==> config.mk <==
export PLATFORM = sky130hd
export DESIGN_NAME = ldpc_ram_rd_arbiter
export DESIGN_NICKNAME = d
export VERILOG_FILES = /design/src/rtl/ldpc_ram_arb_pkg.sv /design/src/rtl/ldpc_ram_tag_fifo.sv /design/src/rtl/ldpc_ram_rd_arbiter.sv
export SDC_FILE = /design/constraint.sdc
export NUM_CORES = 1
export LEC_CHECK = 0
export ABC_AREA = 1
export ABC_CLOCK_PERIOD_IN_PS = 2700
export CAP_MARGIN = 0
export CORE_MARGIN = 10
export CORE_UTILIZATION = 33
export DETAILED_ROUTE_END_ITERATION = 10
export HOLD_SLACK_MARGIN = 0.06
export MAX_ROUTING_LAYER = met4
export PLACE_DENSITY = 0.74
export SETUP_SLACK_MARGIN = 0.05
export SYNTH_ARGS = -nofsm -noshare
export SYNTH_HDL_FRONTEND = slang
export SYNTH_SLANG_ARGS = --single-unit
export TNS_END_PERCENT = 5
==> constraint.sdc <==
create_clock -name i_clock -period 2.7 [get_ports i_clock]
set_input_delay 0.675 -clock i_clock [delete_from_list [all_inputs] [get_ports i_clock]]
set_output_delay 0.675 -clock i_clock [all_outputs]
set_load 0.01 [all_outputs]
==> src/rtl/ldpc_ram_arb_pkg.sv <==
// Shared constants and the round-robin pick helper for the ldpc_ram read arbiter.
package ldpc_ram_arb_pkg;

  localparam int LDPC_RAM_DEFAULT_WIDTH   = 8;
  localparam int LDPC_RAM_DEFAULT_DEPTH   = 1024;
  localparam int LDPC_ARB_MAX_OUTSTANDING = 8;
  localparam int LDPC_ARB_MAX_REQ         = 8;

  // First set bit of valid at or after ptr, wrapping modulo num_req; returns ptr if none set.
  function automatic int rr_pick(input logic [LDPC_ARB_MAX_REQ-1:0] valid,
                                 input int ptr, input int num_req);
    int win;
    int idx;
    logic found;
    win   = ptr;
    found = 1'b0;
    for (int i = 0; i < LDPC_ARB_MAX_REQ; i++) begin
      idx = (ptr + i) % num_req;
      if (!found && (i < num_req) && valid[idx[2:0]]) begin
        win   = idx;
        found = 1'b1;
      end
    end
    return win;
  endfunction

endpackage

==> src/rtl/ldpc_ram_tag_fifo.sv <==
// In-order register FIFO holding the requester index of every read in flight.
module ldpc_ram_tag_fifo #(
  parameter  int TW    = 2,
  parameter  int DEPTH = 8,
  localparam int PW    = $clog2(DEPTH)
) (
  input  logic          clk,
  input  logic          rst_n,
  input  logic          push,
  input  logic [TW-1:0] push_tag,
  input  logic          pop,
  output logic [TW-1:0] head,
  output logic          full,
  output logic          empty,
  output logic [PW:0]   count
);

  logic [TW-1:0] mem [DEPTH];
  logic [PW:0]   wr_ptr;
  logic [PW:0]   rd_ptr;

  // Extra pointer MSB separates full from empty when the index bits match.
  assign empty = (wr_ptr == rd_ptr);
  assign full  = (wr_ptr[PW] != rd_ptr[PW]) && (wr_ptr[PW-1:0] == rd_ptr[PW-1:0]);
  assign count = wr_ptr - rd_ptr;
  assign head  = mem[rd_ptr[PW-1:0]];

  always_ff @(posedge clk or negedge rst_n) begin
    if (!rst_n) begin
      wr_ptr <= '0;
      rd_ptr <= '0;
      for (int i = 0; i < DEPTH; i++) mem[i] <= '0;
    end else begin
      if (push && !full) begin
        mem[wr_ptr[PW-1:0]] <= push_tag;
        wr_ptr              <= wr_ptr + 1'b1;
      end
      if (pop && !empty) rd_ptr <= rd_ptr + 1'b1;
    end
  end

endmodule

==> src/rtl/ldpc_ram_rd_arbiter.sv <==
// Round-robin sharing of one ldpc_ram read port among NUM_REQ node units,
// with an in-order tag FIFO steering returned data back to its issuer.
module ldpc_ram_rd_arbiter
  import ldpc_ram_arb_pkg::*;
#(
  parameter  int WIDTH           = LDPC_RAM_DEFAULT_WIDTH,
  parameter  int DEPTH           = LDPC_RAM_DEFAULT_DEPTH,
  parameter  int NUM_REQ         = 4,
  parameter  int MAX_OUTSTANDING = LDPC_ARB_MAX_OUTSTANDING,
  localparam int AW              = $clog2(DEPTH),
  localparam int OW              = $clog2(MAX_OUTSTANDING) + 1
) (
  input  logic                  i_clock,
  input  logic                  i_reset_n,
  input  logic [NUM_REQ*AW-1:0] i_req_addr,
  input  logic [NUM_REQ-1:0]    i_req_valid,
  output logic [NUM_REQ-1:0]    o_req_ready,
  output logic [WIDTH-1:0]      o_rsp_data,
  output logic [NUM_REQ-1:0]    o_rsp_valid,
  input  logic [NUM_REQ-1:0]    i_rsp_ready,
  output logic [AW-1:0]         o_ram_addr,
  output logic                  o_ram_addr_valid,
  input  logic                  i_ram_addr_ready,
  input  logic [WIDTH-1:0]      i_ram_data,
  input  logic                  i_ram_valid,
  output logic                  o_ram_ready,
  output logic [OW-1:0]         o_outstanding,
  output logic                  o_err
);

  localparam int TW = $clog2(NUM_REQ);

  logic                        active;
  logic [TW-1:0]               rr_ptr;
  logic [TW-1:0]               grant;
  logic [TW-1:0]               grant_next;
  logic [TW-1:0]               head;
  logic [LDPC_ARB_MAX_REQ-1:0] valid_ext;
  logic                        full;
  logic                        empty;
  logic                        issue;
  logic                        ret;

  always_comb begin
    valid_ext                = '0;
    valid_ext[NUM_REQ-1:0]   = i_req_valid;
    grant                    = TW'(rr_pick(valid_ext, int'(rr_ptr), NUM_REQ));
  end

  assign grant_next = (int'(grant) == NUM_REQ - 1) ? '0 : grant + 1'b1;

  assign o_ram_addr_valid = active & (|i_req_valid) & ~full;
  assign o_ram_addr       = i_req_addr[int'(grant)*AW +: AW];
  assign issue            = o_ram_addr_valid & i_ram_addr_ready;

  always_comb begin
    o_req_ready = '0;
    if (issue) o_req_ready[grant] = 1'b1;
  end

  // With nothing in flight the RAM output is drained so stray words cannot wedge it.
  always_comb begin
    o_rsp_valid = '0;
    o_ram_ready = 1'b0;
    if (active) begin
      if (empty) begin
        o_ram_ready = 1'b1;
      end else begin
        o_rsp_valid[head] = i_ram_valid;
        o_ram_ready       = i_rsp_ready[head];
      end
    end
  end

  assign o_rsp_data = i_ram_data;
  assign ret        = i_ram_valid & o_ram_ready & ~empty;

  always_ff @(posedge i_clock or negedge i_reset_n) begin
    if (!i_reset_n) begin
      active <= 1'b0;
      rr_ptr <= '0;
      o_err  <= 1'b0;
    end else begin
      active <= 1'b1;
      if (issue) rr_ptr <= grant_next;
      if (active && empty && i_ram_valid) o_err <= 1'b1;
    end
  end

  ldpc_ram_tag_fifo #(
    .TW    (TW),
    .DEPTH (MAX_OUTSTANDING)
  ) u_tag_fifo (
    .clk      (i_clock),
    .rst_n    (i_reset_n),
    .push     (issue),
    .push_tag (grant),
    .pop      (ret),
    .head     (head),
    .full     (full),
    .empty    (empty),
    .count    (o_outstanding)
  );

endmodule

==> results.json <==
{
  "io_pins": 93,
  "hold_viol": 0,
  "ir_drop_v": 0.000759,
  "multi_input_area_um2": 1490,
  "hp-class": "flip-flop to flip-flop",
  "skew_ns": 0.00369,
  "crit_top_cell": "nand2_1",
  "worstPathCellList": "inv_4 > nand2_2 > nand2_1 > nand2_1 > nand2_2 > nand4_1 > buf_4 > a21boi_4 > buf_6 > buf_6 > nand2_1 > nand2_1 > buf_4",
  "fp.dieH_um": 105,
  "netlist-cell-type-count": 27,
  "cts_root_buf": "clkbuf_8",
  "crit_path_max_fanout": 8,
  "cts_tree": "yes",
  "area_delta_synth_final_pct": 53.1,
  "synth_cells": 381,
  "cp_slowest_cell": "dfrtp_2",
  "vias_per_cell": 4.69,
  "first_iter_violations": 129,
  "drt_drc_violations_left": 0,
  "drv_cap": 0,
  "via_count": 2734,
  "setup_viol": 14,
  "cellLeakagePower_nw": 1.93,
  "wl_per_cell_um": 12.7,
  "grtUsageTotal_pct": 13.1,
  "grt_pass1_vias": 2758,
  "critical_path_buf_inv_count": 5,
  "pre_cts_ws_ns": -0.938,
  "drt-total-wl_mm": 7.39,
  "placement.io_buffers": 76,
  "holdBufCountCts": 0,
  "violations": "negative setup slack",
  "critPathRequiredTime_ns": 2.03,
  "start_util_pct": 34.4,
  "critPathKind": "flip-flop to output port",
  "cts_inserted_buffers": 3,
  "synth.yosys.seq_area_share_pct": 29.7,
  "final-instance-count-excl-fill": 583,
  "regArea_um2": 703,
  "synthesis.area_um2": 2360,
  "cts_max_level": 1,
  "maxSlewViolCount": 0,
  "dr.pass1.iters": 4,
  "endpoint_kind": "output port",
  "die_w_um": 105,
  "cts.sinks": 28,
  "critPathTopFamily": "buffers and inverters",
  "cp-start-kind": "flip-flop",
  "syn_nets": 451,
  "ys.flop_type": "dfrtp_1",
  "rsz0062_at_grt": "yes",
  "clk_latency_ns": 0.27,
  "dp_hpwl_mm": 5.79,
  "fp.dieArea_um2": 10900,
  "drive_gt1_share_pct": 22.8,
  "syn_area_per_cell_um2": 6.19,
  "outcome": "finished, violations left",
  "dp.cells": 566,
  "synth-seq-cells": 28,
  "rows": 30,
  "n_fill_cell": 663,
  "post-route-min-period_ns": 2.94,
  "synth_warnings": 0,
  "power.density_nw_per_um2": 1460,
  "critPathArrivalTime_ns": 2.27,
  "whs_ns": 0.498,
  "synth_edf_count": 0,
  "slowest_delay_ns": 0.49,
  "grt_pass1_wl_mm": 12.0,
  "fmax_mhz": 340,
  "gp_congestion": 0.918,
  "core_region_area_um2": 6870,
  "cts.clk_slew.worst_paths_ns": 0.10,
  "worst_slack_ns": -0.243,
  "clockBufferDepth": 2,
  "grt_start_max_net_pins": 29,
  "diodes": 0,
  "stdcell_area_um2": 3610,
  "antenna_found_initial": 0,
  "grt_remaining_overflow": 0,
  "nets": 558,
  "ys_async_sr_fraction_pct": 100,
  "detail-route-antenna-nets": 0,
  "finalCritPeriodShare_pct": 109,
  "placed_area_um2": 3360
}
==> stage by stage <==
step | utilization [%] | power (mW) | TNS, ns
global placement | 48.9 | 4.49 | -12.46
finish | 52.6 | 5.26 | -2.79
detailed placement | 48.9 | 4.53 | -14.13
global route | 52.6 | 5.81 | -4.73
CTS | 51.8 | 5.15 | -2.72
floorplan | - | 2.94 | 0
==> flip-flops by register name (all words and copies together) (netlist names) <==
register           count
active                 1
o_err                  1
rr_ptr                 2
u_tag_fifo.rd_ptr      4
u_tag_fifo.wr_ptr      4
u_tag_fifo.mem        16
==> worst reg2reg max path, delay by kind of cell, from the launching register on <==
family | cells | cell delay [ns]
adders and majority gates | 1 | 0.27
buffers and inverters | 3 | 0.52
DFF | 1 | 0.40
AOI/OAI and AO/OA | 1 | 0.07
and+or+nand+nor | 6 | 0.77
==> Yosys cell counts, types with 3 or more instances <==
library cell | instances | area, um^2
o21ai_0 | 18 | 90.1
inv_1 | 35 | 131
nand2_2 | 3 | 18.8
xnor2_1 | 3 | 26.3
nand4_1 | 5 | 31.3
ha_1 | 9 | 113
xor2_1 | 5 | 43.8
buf_2 | 5 | 25.0
o21ai_1 | 9 | 45.0
dfrtp_1 | 28 | 701
nand3_1 | 37 | 185
nor2_1 | 18 | 67.6
nand2_1 | 176 | 661
buf_4 | 11 | 82.6
buf_6 | 3 | 33.8
nor3_1 | 5 | 25.0
==> metal layers <==
metal | part of all wire, % | wire (um) | GRT usage (%) | vias up
met1 | 44 | 3260 | 14.7 | 1232
met5 | 0 | 0 | - | -
met4 | 0.47 | 35 | 1.69 | 0
met2 | 47 | 3490 | 22.4 | 96
li1 | - | - | - | 1402
met3 | 8.2 | 604 | 4.61 | 4
==> worst paths after layout <==
check	startpoint	to	slack, ns	cells after the start
max in group asynchronous	i_reset_n	rr_ptr[0]	1.64	2
min in group asynchronous	i_reset_n	u_tag_fifo.rd_ptr[1]	0.77	2
hold / removal	u_tag_fifo.mem[12]	u_tag_fifo.mem[12]	0.50	2
hold reg to reg	u_tag_fifo.mem[12]	u_tag_fifo.mem[12]	0.50	2
setup reg to reg	u_tag_fifo.rd_ptr[1]	u_tag_fifo.mem[7]	0.58	11
setup / recovery	rr_ptr[0]	o_ram_addr[9]	-0.24	13
==> repair_timing <==
item                                    CTS  global route
hold endpoints to repair                  0             0
resized for setup                       113            35
buffers inserted                          9             3
pin swaps                                 7            14
cloned                                    1             0
endpoints found under the setup margin   23            20
==> placed cells by master (no fill, tap or decap), types with 2 or more instances in the layout <==
cell type        instances
nand2_1                158
clkdlybuf4s50_1         49
nand3_1                 35
buf_4                   34
inv_1                   27
dfrtp_1                 26
nor2_1                  18
nand2_2                 17
o21ai_0                 15
buf_2                   12
o21ai_1                 11
buf_6                   11
inv_2                    8
ha_1                     8
clkbuf_2                 7
xor2_1                   5
nand4_1                  5
nand2_4                  4
nor3_1                   4
dlygate4sd2_1            4
xnor2_1                  3
clkbuf_8                 3
nand3_2                  2
buf_12                   2
dfrtp_2                  2
==> power breakdown <==
part	total [mW]	internal, mW	switching [mW]
logic	4.17	1.92	2.25
registers	0.759	0.612	0.147
clock network	0.328	0.198	0.130
==> cell type report <==
cell class,count,share of cell area [%]
tap,96,3.32
inverter,36,3.81
clock inverter,1,0.831
multi-input combinational,297,41.1
sequential,28,19.5
clock buffer,3,1.14
timing repair buffer,122,30.3
==> cells by family (layout without fill, tap and decap cells) <==
| logic type | after synthesis | count (layout) | synth area share (%) |
|---|---|---|---|
| compound gates | 33 | 33 | 7.53 |
| xor+xnor | 8 | 8 | 2.97 |
| fa+ha+maj | 10 | 10 | 5.62 |
| buf+inv | 56 | 162 | 11.9 |
| flops | 28 | 28 | 29.7 |
| other cells | 1 | 1 | 0.159 |
| simple gates | 245 | 245 | 42.2 |
Note: power is estimated with default switching activity, not from simulation.
